[src/rtl/sserial_arb_pkg.sv]
// sserial_pkg: types and constants shared by the serial sender arbiter and the sender
package sserial_pkg;
  typedef enum logic {IDLE, XFER} state_t;
  localparam int BYTE_W = 8;
  localparam logic START_BIT = 1'b0;
  localparam logic STOP_BIT = 1'b1;
endpackage

[src/rtl/sserial_arb_rr_pick.sv]
// rr_pick: round-robin picker, first request strictly above ptr with wrap
module rr_pick #(
  parameter int NREQ = 2,
  parameter int PW = $clog2(NREQ)
) (
  input  logic [NREQ-1:0] req,
  input  logic [PW-1:0]   ptr,
  output logic [NREQ-1:0] win,
  output logic            any
);
  logic [NREQ-1:0] rot, first;
  always_comb begin
    rot = NREQ'({req, req} >> (int'(ptr) + 1));
    first = rot & -rot;
    win = NREQ'(({first, first} << (int'(ptr) + 1)) >> NREQ);
    any = |req;
  end
endmodule

[src/rtl/sserial_arb.sv]
// sserial_arb: packet-level round-robin arbiter in front of a serial sender write port,
// holding each grant for a whole message and reclaiming it from stalled owners.
module sserial_arb
  import sserial_pkg::*;
#(
  parameter int NREQ    = 2,
  parameter int TIMEOUT = 1024,
  parameter int TW      = 11
) (
  input  logic                   wr_clk,
  input  logic                   reset,
  input  logic [NREQ-1:0]        req_valid,
  input  logic [BYTE_W*NREQ-1:0] req_data,
  input  logic [NREQ-1:0]        req_last,
  output logic [NREQ-1:0]        req_ready,
  output logic [NREQ-1:0]        grant,
  output logic [BYTE_W-1:0]      ser_data,
  output logic                   ser_wr,
  input  logic                   ser_busy,
  output logic                   timeout_pulse
);
  localparam int PW = $clog2(NREQ);
  state_t state_q, state_d;
  logic [NREQ-1:0] grant_q, grant_d, win;
  logic [PW-1:0] ptr_q, ptr_d, own_idx;
  logic [TW-1:0] wd_q, wd_d;
  logic [BYTE_W-1:0] ser_data_q, ser_data_d, own_data;
  logic ser_wr_q, ser_wr_d, to_q, to_d, any, own_valid, own_last, accept, idle_cyc, fire;

  rr_pick #(.NREQ(NREQ)) u_pick (.req(req_valid), .ptr(ptr_q), .win(win), .any(any));

  always_comb begin
    own_valid = 1'b0;
    own_last = 1'b0;
    own_data = '0;
    own_idx = '0;
    for (int i = 0; i < NREQ; i++) begin
      if (grant_q[i]) begin
        own_valid = req_valid[i];
        own_last = req_last[i];
        own_data = req_data[BYTE_W*i +: BYTE_W];
        own_idx = PW'(i);
      end
    end
    accept = state_q == XFER && own_valid && !ser_busy;
    // busy cycles are the sender's stall, not the owner's, so they do not age the watchdog
    idle_cyc = state_q == XFER && !own_valid && !ser_busy;
    fire = TIMEOUT != 0 && idle_cyc && wd_q == TW'(TIMEOUT - 1);
    req_ready = accept ? grant_q : '0;
    ser_wr_d = accept;
    ser_data_d = accept ? own_data : ser_data_q;
    to_d = fire;
    state_d = state_q;
    grant_d = grant_q;
    ptr_d = ptr_q;
    wd_d = wd_q;
    if (state_q == IDLE && any) begin
      state_d = XFER;
      grant_d = win;
      wd_d = '0;
    end else if ((accept && own_last) || fire) begin
      state_d = IDLE;
      grant_d = '0;
      ptr_d = own_idx;
      wd_d = '0;
    end else if (accept) begin
      wd_d = '0;
    end else if (idle_cyc) begin
      wd_d = wd_q + TW'(1);
    end
  end

  always_ff @(posedge wr_clk) begin
    if (reset) begin
      state_q <= IDLE;
      grant_q <= '0;
      ptr_q <= PW'(NREQ - 1);
      wd_q <= '0;
      ser_data_q <= '0;
      ser_wr_q <= 1'b0;
      to_q <= 1'b0;
    end else begin
      state_q <= state_d;
      grant_q <= grant_d;
      ptr_q <= ptr_d;
      wd_q <= wd_d;
      ser_data_q <= ser_data_d;
      ser_wr_q <= ser_wr_d;
      to_q <= to_d;
    end
  end

  assign grant = grant_q;
  assign ser_data = ser_data_q;
  assign ser_wr = ser_wr_q;
  assign timeout_pulse = to_q;
endmodule
[config.mk]
export PLATFORM = sky130hd
export DESIGN_NAME = sserial_arb
export DESIGN_NICKNAME = d
export VERILOG_FILES = /design/src/rtl/sserial_arb_pkg.sv /design/src/rtl/sserial_arb_rr_pick.sv /design/src/rtl/sserial_arb.sv
export SDC_FILE = /design/constraint.sdc
export NUM_CORES = 1
export LEC_CHECK = 0
export CAP_MARGIN = 5
export CORE_ASPECT_RATIO = 1.2
export CORE_MARGIN = 1.5
export CORE_UTILIZATION = 50
export DETAILED_ROUTE_END_ITERATION = 12
export DONT_BUFFER_PORTS = 1
export SLEW_MARGIN = 20
export SYNTH_ARGS = -nofsm -noshare
export SYNTH_HDL_FRONTEND = slang
export SYNTH_HIERARCHICAL = 1
export SYNTH_SLANG_ARGS = --single-unit
[constraint.sdc]
create_clock -name wr_clk -period 2.2 [get_ports wr_clk]
set_input_delay 0.22 -clock wr_clk [delete_from_list [all_inputs] [get_ports wr_clk]]
set_output_delay 0.22 -clock wr_clk [all_outputs]
set_load 0.005 [all_outputs]
== Word-level counts from Yosys, hierarchy flattened ==
Index checks and enable logic that the tools add are counted.

* Add/subtract/negate cells: 3
* Equality and inequality tests: 1
* Shifts and indexed selects: 2
* Mux-type cells: 12
* Bitwise gates (word level): 3
* Reductions and logical operators: 14

{| class="wikitable"
|+ Operator list
! cell !! number
|-
| 4-bit by 32-bit << shifter with 4-bit output || 1
|-
| 8-bit two-way mux || 2
|-
| 11-bit by 1-bit adder with 11-bit output, second input constant || 1
|-
| 11-bit by 10-bit equality test with 1-bit output, second input constant || 1
|-
| 1-bit logical AND || 7
|-
| 1-bit two-way mux || 7
|-
| 2-bit two-way mux || 3
|-
| 4-bit OR reduction || 1
|-
| 4-bit by 2-bit >> shifter with 2-bit output || 1
|-
| 1-bit by 1-bit adder with 2-bit output, second input constant || 1
|-
| 2-bit AND || 1
|-
| 1-bit logical NOT || 2
|-
| 2-bit negation || 1
|-
| 1-bit inverter || 2
|-
| 2-bit AND reduction || 1
|-
| 2-bit nonzero test || 1
|-
| 2-bit OR reduction || 1
|-
| 1-bit logical OR || 1
|}

* Register bits after elaboration: 25
* Logic and storage cells: 42

== Depth between registers and ports, before layout ==
* Word-level depth: 9
* Mapped depth: 6
* Mapped depth without buffers: 5

== Hierarchy ==
Netlist, hierarchy kept.

{| class="wikitable"
|+ Modules (own cells, without submodules)
! module !! times used !! cells an instance !! area an instance (sq um)
|-
| sserial_arb || 1 || 124 || 1126.1
|-
| rr_pick || 1 || 4 || 25.0
|}

== Worst setup path after synthesis ==
Ideal clock, no wire load.

* Kind: register -> register
* From: register wd_q[0]
* To: register ptr_q
* Setup time: 0.122 ns
* Arrival time: 1.402 ns
* Path slack: 0.676 ns
* Stages on the path, launching flop included: 5
* Buffers on the path: 0
* Cells stage by stage: dfxtp_1 > ha_1 > nand4_2 > or3_4 > a311o_1

* Cells in the longest elaborated chain, start to end: 4

{| class="wikitable"
|+ Ends and longest elaborated chain
! what !! RTL line !! source
|-
| start, declared || sserial_arb.sv:26 || <nowiki>logic [TW-1:0] wd_q, wd_d;</nowiki>
|-
| start signal, assigned || sserial_arb.sv:86 || <nowiki>wd_q <= wd_d;</nowiki>
|-
| 11-bit by 10-bit equality test with 1-bit output || sserial_arb.sv:48 || <nowiki>fire = TIMEOUT != 0 && idle_cyc && wd_q == TW'(TIMEOUT - 1);</nowiki>
|-
| 1-bit logical AND || sserial_arb.sv:48 ||
|-
| 1-bit logical OR || sserial_arb.sv:61 || <nowiki>end else if ((accept && own_last) || fire) begin</nowiki>
|-
| 2-bit AND reduction (no line) || -- ||
|-
| end signal, assigned || sserial_arb.sv:77 || <nowiki>ptr_q <= PW'(NREQ - 1);</nowiki>
|-
| end signal, assigned || sserial_arb.sv:85 || <nowiki>ptr_q <= ptr_d;</nowiki>
|-
| end, declared || sserial_arb.sv:25 || <nowiki>logic [PW-1:0] ptr_q, ptr_d, own_idx;</nowiki>
|}

No other way between the ends.
A chain may end at the register's enable or synchronous reset.

== Final worst setup path ==
* From: register grant_q[1] (netlist: grant[1])
* To: output port req_ready[0]

* Cells in the longest elaborated chain, start to end: 4

{| class="wikitable"
|+ Ends and longest elaborated chain
! what !! RTL line !! source
|-
| start, declared || sserial_arb.sv:24 || <nowiki>logic [NREQ-1:0] grant_q, grant_d, win;</nowiki>
|-
| start signal, assigned || sserial_arb.sv:84 || <nowiki>grant_q <= grant_d;</nowiki>
|-
| 1-bit two-way mux || sserial_arb.sv:38 || <nowiki>if (grant_q[i]) begin</nowiki>
|-
| 1-bit logical AND (2 in series) || sserial_arb.sv:45 || <nowiki>accept = state_q == XFER && own_valid && !ser_busy;</nowiki>
|-
| 2-bit two-way mux || sserial_arb.sv:49 || <nowiki>req_ready = accept ? grant_q : '0;</nowiki>
|-
| end, declared || sserial_arb.sv:15 || <nowiki>output logic [NREQ-1:0] req_ready,</nowiki>
|}

No other way between the ends.

==> summary.md <==
| Metric | Value |
|---|---|
| Placed cell area | `0.001175 mm²` |
| # clock sinks | `25` |
| CTS H-tree lvls | `1` |
| Final Skew | `0.01251 ns` |
| Post-detail-place hpwl | `1.592 mm` |
| Seq/Total Area, Yosys | `0.4348` |
| Slew Limit Fails | `0` |
| Routed vias/inst | `5.759` |
| Critical path class | `reg2out` |
| Skew-Pair Late Insertion Delay | `0.33 ns` |
| Mapped Cells | `128` |
| Area Overhead vs Synth | `5.544%` |
| Hold Crit Depth | `2` |
| CP max stage cell | `dfxtp_1` |
| CTS buffer count | `3` |
| Max clock buf depth | `2` |
| Final worst path period need | `1.703 ns` |
| CP endpoint kind | `primary output` |
| Combinational power share | `0.078` |
| Root Driver | `clkbuf_4` |
| Reg clk slew, reported paths | `0.15 ns` |
| First DRT Iteration DRCs | `14` |
| Flops & latches, synth | `25` |
| Switch share | `0.2504` |
| Max-Cap Viols | `0` |
| Routed wire per std cell | `14.23 µm` |
| CTS tree | `done` |
| Initial antenna violation count | `0` |
| Drt total wl | `2.248 mm` |
| Peak supply drop | `0.4956 mV` |
| DRT Pass-1 Iters | `4` |
| GP Congestion | `0.7434` |
| Setup violators final | `0` |
| GRT Overall Usage | `0.2011` |
| Status | `complete, no violations` |
| CP max FO | `20` |
| Buffers on Ports | `0` |
| Pin slew with the least headroom to its limit | `0.5215 ns` |
| Yosys cell types | `36` |
| RSZ-0062 raised after global routing | `false` |
| Antenna Nets Post-Route | `0` |
| Layout cells sized above 1 | `0.1016` |
| Worst hold path class | `in2reg` |
| Design Area, Final | `0.001215 mm²` |
| Pre-CTS WS | `0.5603 ns` |
| CP Launch Type | `flop` |
| Synthesized area per cell | `8.993 µm²` |
| Achievable Freq | `0.5874 GHz` |
| Tcrit/Tclk final | `0.7739` |
| Max incr delay on CP | `0.35 ns` |
| Depth of the most critical reg-to-reg path | `5` |
| Crit Reg-Reg Startpoint | `wd_q[0]$_SDFFE_PP0P_` |
| Switching Power | `0.0001853 W` |
| Drt drc | `0` |
| Clock network power share | `0.290` |
| R2r endpoint | `wd_q[2]$_SDFFE_PP0P_` |
| Row count | `18` |
| Initial Utilization | `0.5437` |
| Core Box Area | `0.002117 mm²` |
| CP required | `1.98 ns` |
| Die area | `0.002600 mm²` |
| Min-delay src | `reset` |
| Hold EP | `grant[1]$_SDFFE_PP0P_` |
| Largest net degree at the start of global routing | `21` |
| Post-Syn Nets | `152` |
| Die Ht | `55.56 µm` |
| Post-route setup TNS | `0 ns` |
| Layout filler cell count | `212` |
| Buffers & Inverters on Critical Path | `1` |
| Grt total ovfl | `0` |
| Share of power burned in registers | `0.633` |
| Vias in the first global route | `867` |
| Max_slew headroom | `0.6512` |
| First-pass GRT wire length | `3.864 mm` |
| I/O Pins | `37` |
| Largest delay contributor family on the critical path | `simple AND/OR/NAND/NOR gates` |
| Postcts setup bufs | `0` |
| Critical path arrival | `1.48 ns` |
| Crit path cell chain | `nand3b_2 -> a21oi_1 -> buf_4 -> and2_1` |
| Internal | `0.0005548 W` |
| Ys Warns | `6` |
| DR vias | `910` |
| Nets | `153` |
| FF-to-FF setup slack | `0.54 ns` |
| PwrDens | `609.2 mW/mm²` |
| Antenna cells | `0` |
| Final Hold Viols | `0` |
| Syn Std Cell Area | `0.001151 mm²` |
| P_leak | `0.4098 nW` |
| Fin worst setup slack | `0.4975 ns` |
| Die W | `46.80 µm` |
[worst register-to-register path, delay by kind of cell, from the launching register on]
kind / cells / cell delay, ns
fa+ha+maj: 1 / 0.24
flops: 1 / 0.39
simple gates: 4 / 0.92
[cells by family after synthesis]
group           synth area share
fa+ha+maj                0.01087
simple gates              0.2728
mux                     0.008696
flops                     0.4348
buf+inv                  0.04130
xor+xnor                 0.06847
compound gates            0.1631
[placed cells by master, fill, tap and decap left out, types with 4 or more instances in the layout]
cell type and n:
dfxtp_1 25, nor2_1 21, a22oi_1 8, a211oi_1 8
nand2_1 5, xor2_1 5, nand4_1 4, xnor2_1 4
[final cells by class]
class / count / area, µm² / area share
flip-flops and latches: 25 / 500.5 / 0.4119
clock inverters: 1 / 7.507 / 0.006179
repair buffers: 4 / 32.53 / 0.02678
multi-input cells: 92 / 603.1 / 0.4964
clock buffers: 3 / 22.52 / 0.01854
well taps: 30 / 37.54 / 0.03090
inverters: 3 / 11.26 / 0.009269
[power by group through the flow]
stage / registers [W] / logic [W] / clock network [W]
final: 0.000468 / 0.0000577 / 0.000214
after global routing: 0.000470 / 0.0000661 / 0.000240
after CTS: 0.000468 / 0.0000582 / 0.000220
after detailed placement: 0.000478 / 0.0000525 / 0
after global placement: 0.000478 / 0.0000514 / 0
after floorplan: 0.000477 / 0.0000475 / 0
[synthesized netlist by cell type (all sizes together)]
| master | number | area share |
|---|---|---|
| nand3 | 3 | 0.013 |
| and3 | 2 | 0.015 |
| nor4 | 1 | 0.0054 |
| nand2 | 5 | 0.016 |
| and2b | 1 | 0.0065 |
| inv | 3 | 0.0098 |
| o41ai | 2 | 0.015 |
| nor2 | 21 | 0.068 |
| nor2b | 3 | 0.016 |
| or3 | 1 | 0.0098 |
| clkbuf | 4 | 0.013 |
| nand3b | 4 | 0.029 |
| and2 | 3 | 0.016 |
| a21oi | 2 | 0.0087 |
| dfxtp | 25 | 0.43 |
| a21boi | 2 | 0.013 |
| xnor2 | 4 | 0.030 |
| a22o | 1 | 0.0076 |
| a311o | 1 | 0.0087 |
| a22oi | 8 | 0.052 |
| nand2b | 1 | 0.0054 |
| ha | 1 | 0.011 |
| nor3 | 4 | 0.022 |
| a211oi | 8 | 0.052 |
| xor2 | 5 | 0.038 |
| mux2i | 1 | 0.0087 |
| or2 | 1 | 0.0054 |
| a31oi | 1 | 0.0054 |
| buf | 4 | 0.018 |
| nand4 | 6 | 0.043 |
[worst max path at each step]
| stage | from | endpoint | slack [ns] | cells past startpoint |
|---|---|---|---|---|
| 2_1_floorplan | wd_q[0]$_SDFFE_PP0P_ | ptr_q$_SDFFE_PP1P_ | 0.68 | 4 |
| 3_3_place_gp | wd_q[0]$_SDFFE_PP0P_ | wd_q[1]$_SDFFE_PP0P_ | 0.61 | 5 |
| 3_5_place_dp | wd_q[0]$_SDFFE_PP0P_ | wd_q[2]$_SDFFE_PP0P_ | 0.56 | 5 |
| 4_1_cts | grant[1]$_SDFFE_PP0P_ | req_ready[0] | 0.48 | 4 |
| 5_1_grt | grant[0]$_SDFFE_PP0P_ | req_ready[0] | 0.34 | 4 |
| 6_report | grant[1]$_SDFFE_PP0P_ | req_ready[0] | 0.50 | 4 |
[through the flow]
step / power (W) / std cells / hold slack, ns / utilization
5_1_grt: 0.0007761 / 158 / 0.03393 / 0.5739
4_1_cts: 0.0007472 / 158 / 0.04342 / 0.5739
3_5_place_dp: 0.0005308 / 153 / 0.2965 / 0.5550
3_3_place_gp: 0.0005295 / 153 / 0.2951 / 0.5550
6_report: 0.0007402 / 158 / 0.05372 / 0.5739
2_1_floorplan: 0.0005244 / 128 / 0.4069 / -
[flip-flops by register name, summed over array words and instances, names as in the netlist]
signal	cells
ser_data	8
wd_q	11
ptr_q	1
state_q	1
timeout_pulse	1
grant	2
ser_wr	1
[metal layers]
layer  share of wire  vias to the layer above  track usage
met5               0                        -            0
met4           0.012                        0      0.05952
met3           0.055                        5      0.07190
met2            0.48                       28       0.3112
met1            0.45                      422       0.2561
li1                -                      455            -
[what timing repair did]
action,in CTS,in global routing
hold buffers,1,0
gates resized for setup,0,0
hold endpoints to repair,14,0
(Power assumes the default switching activity.)
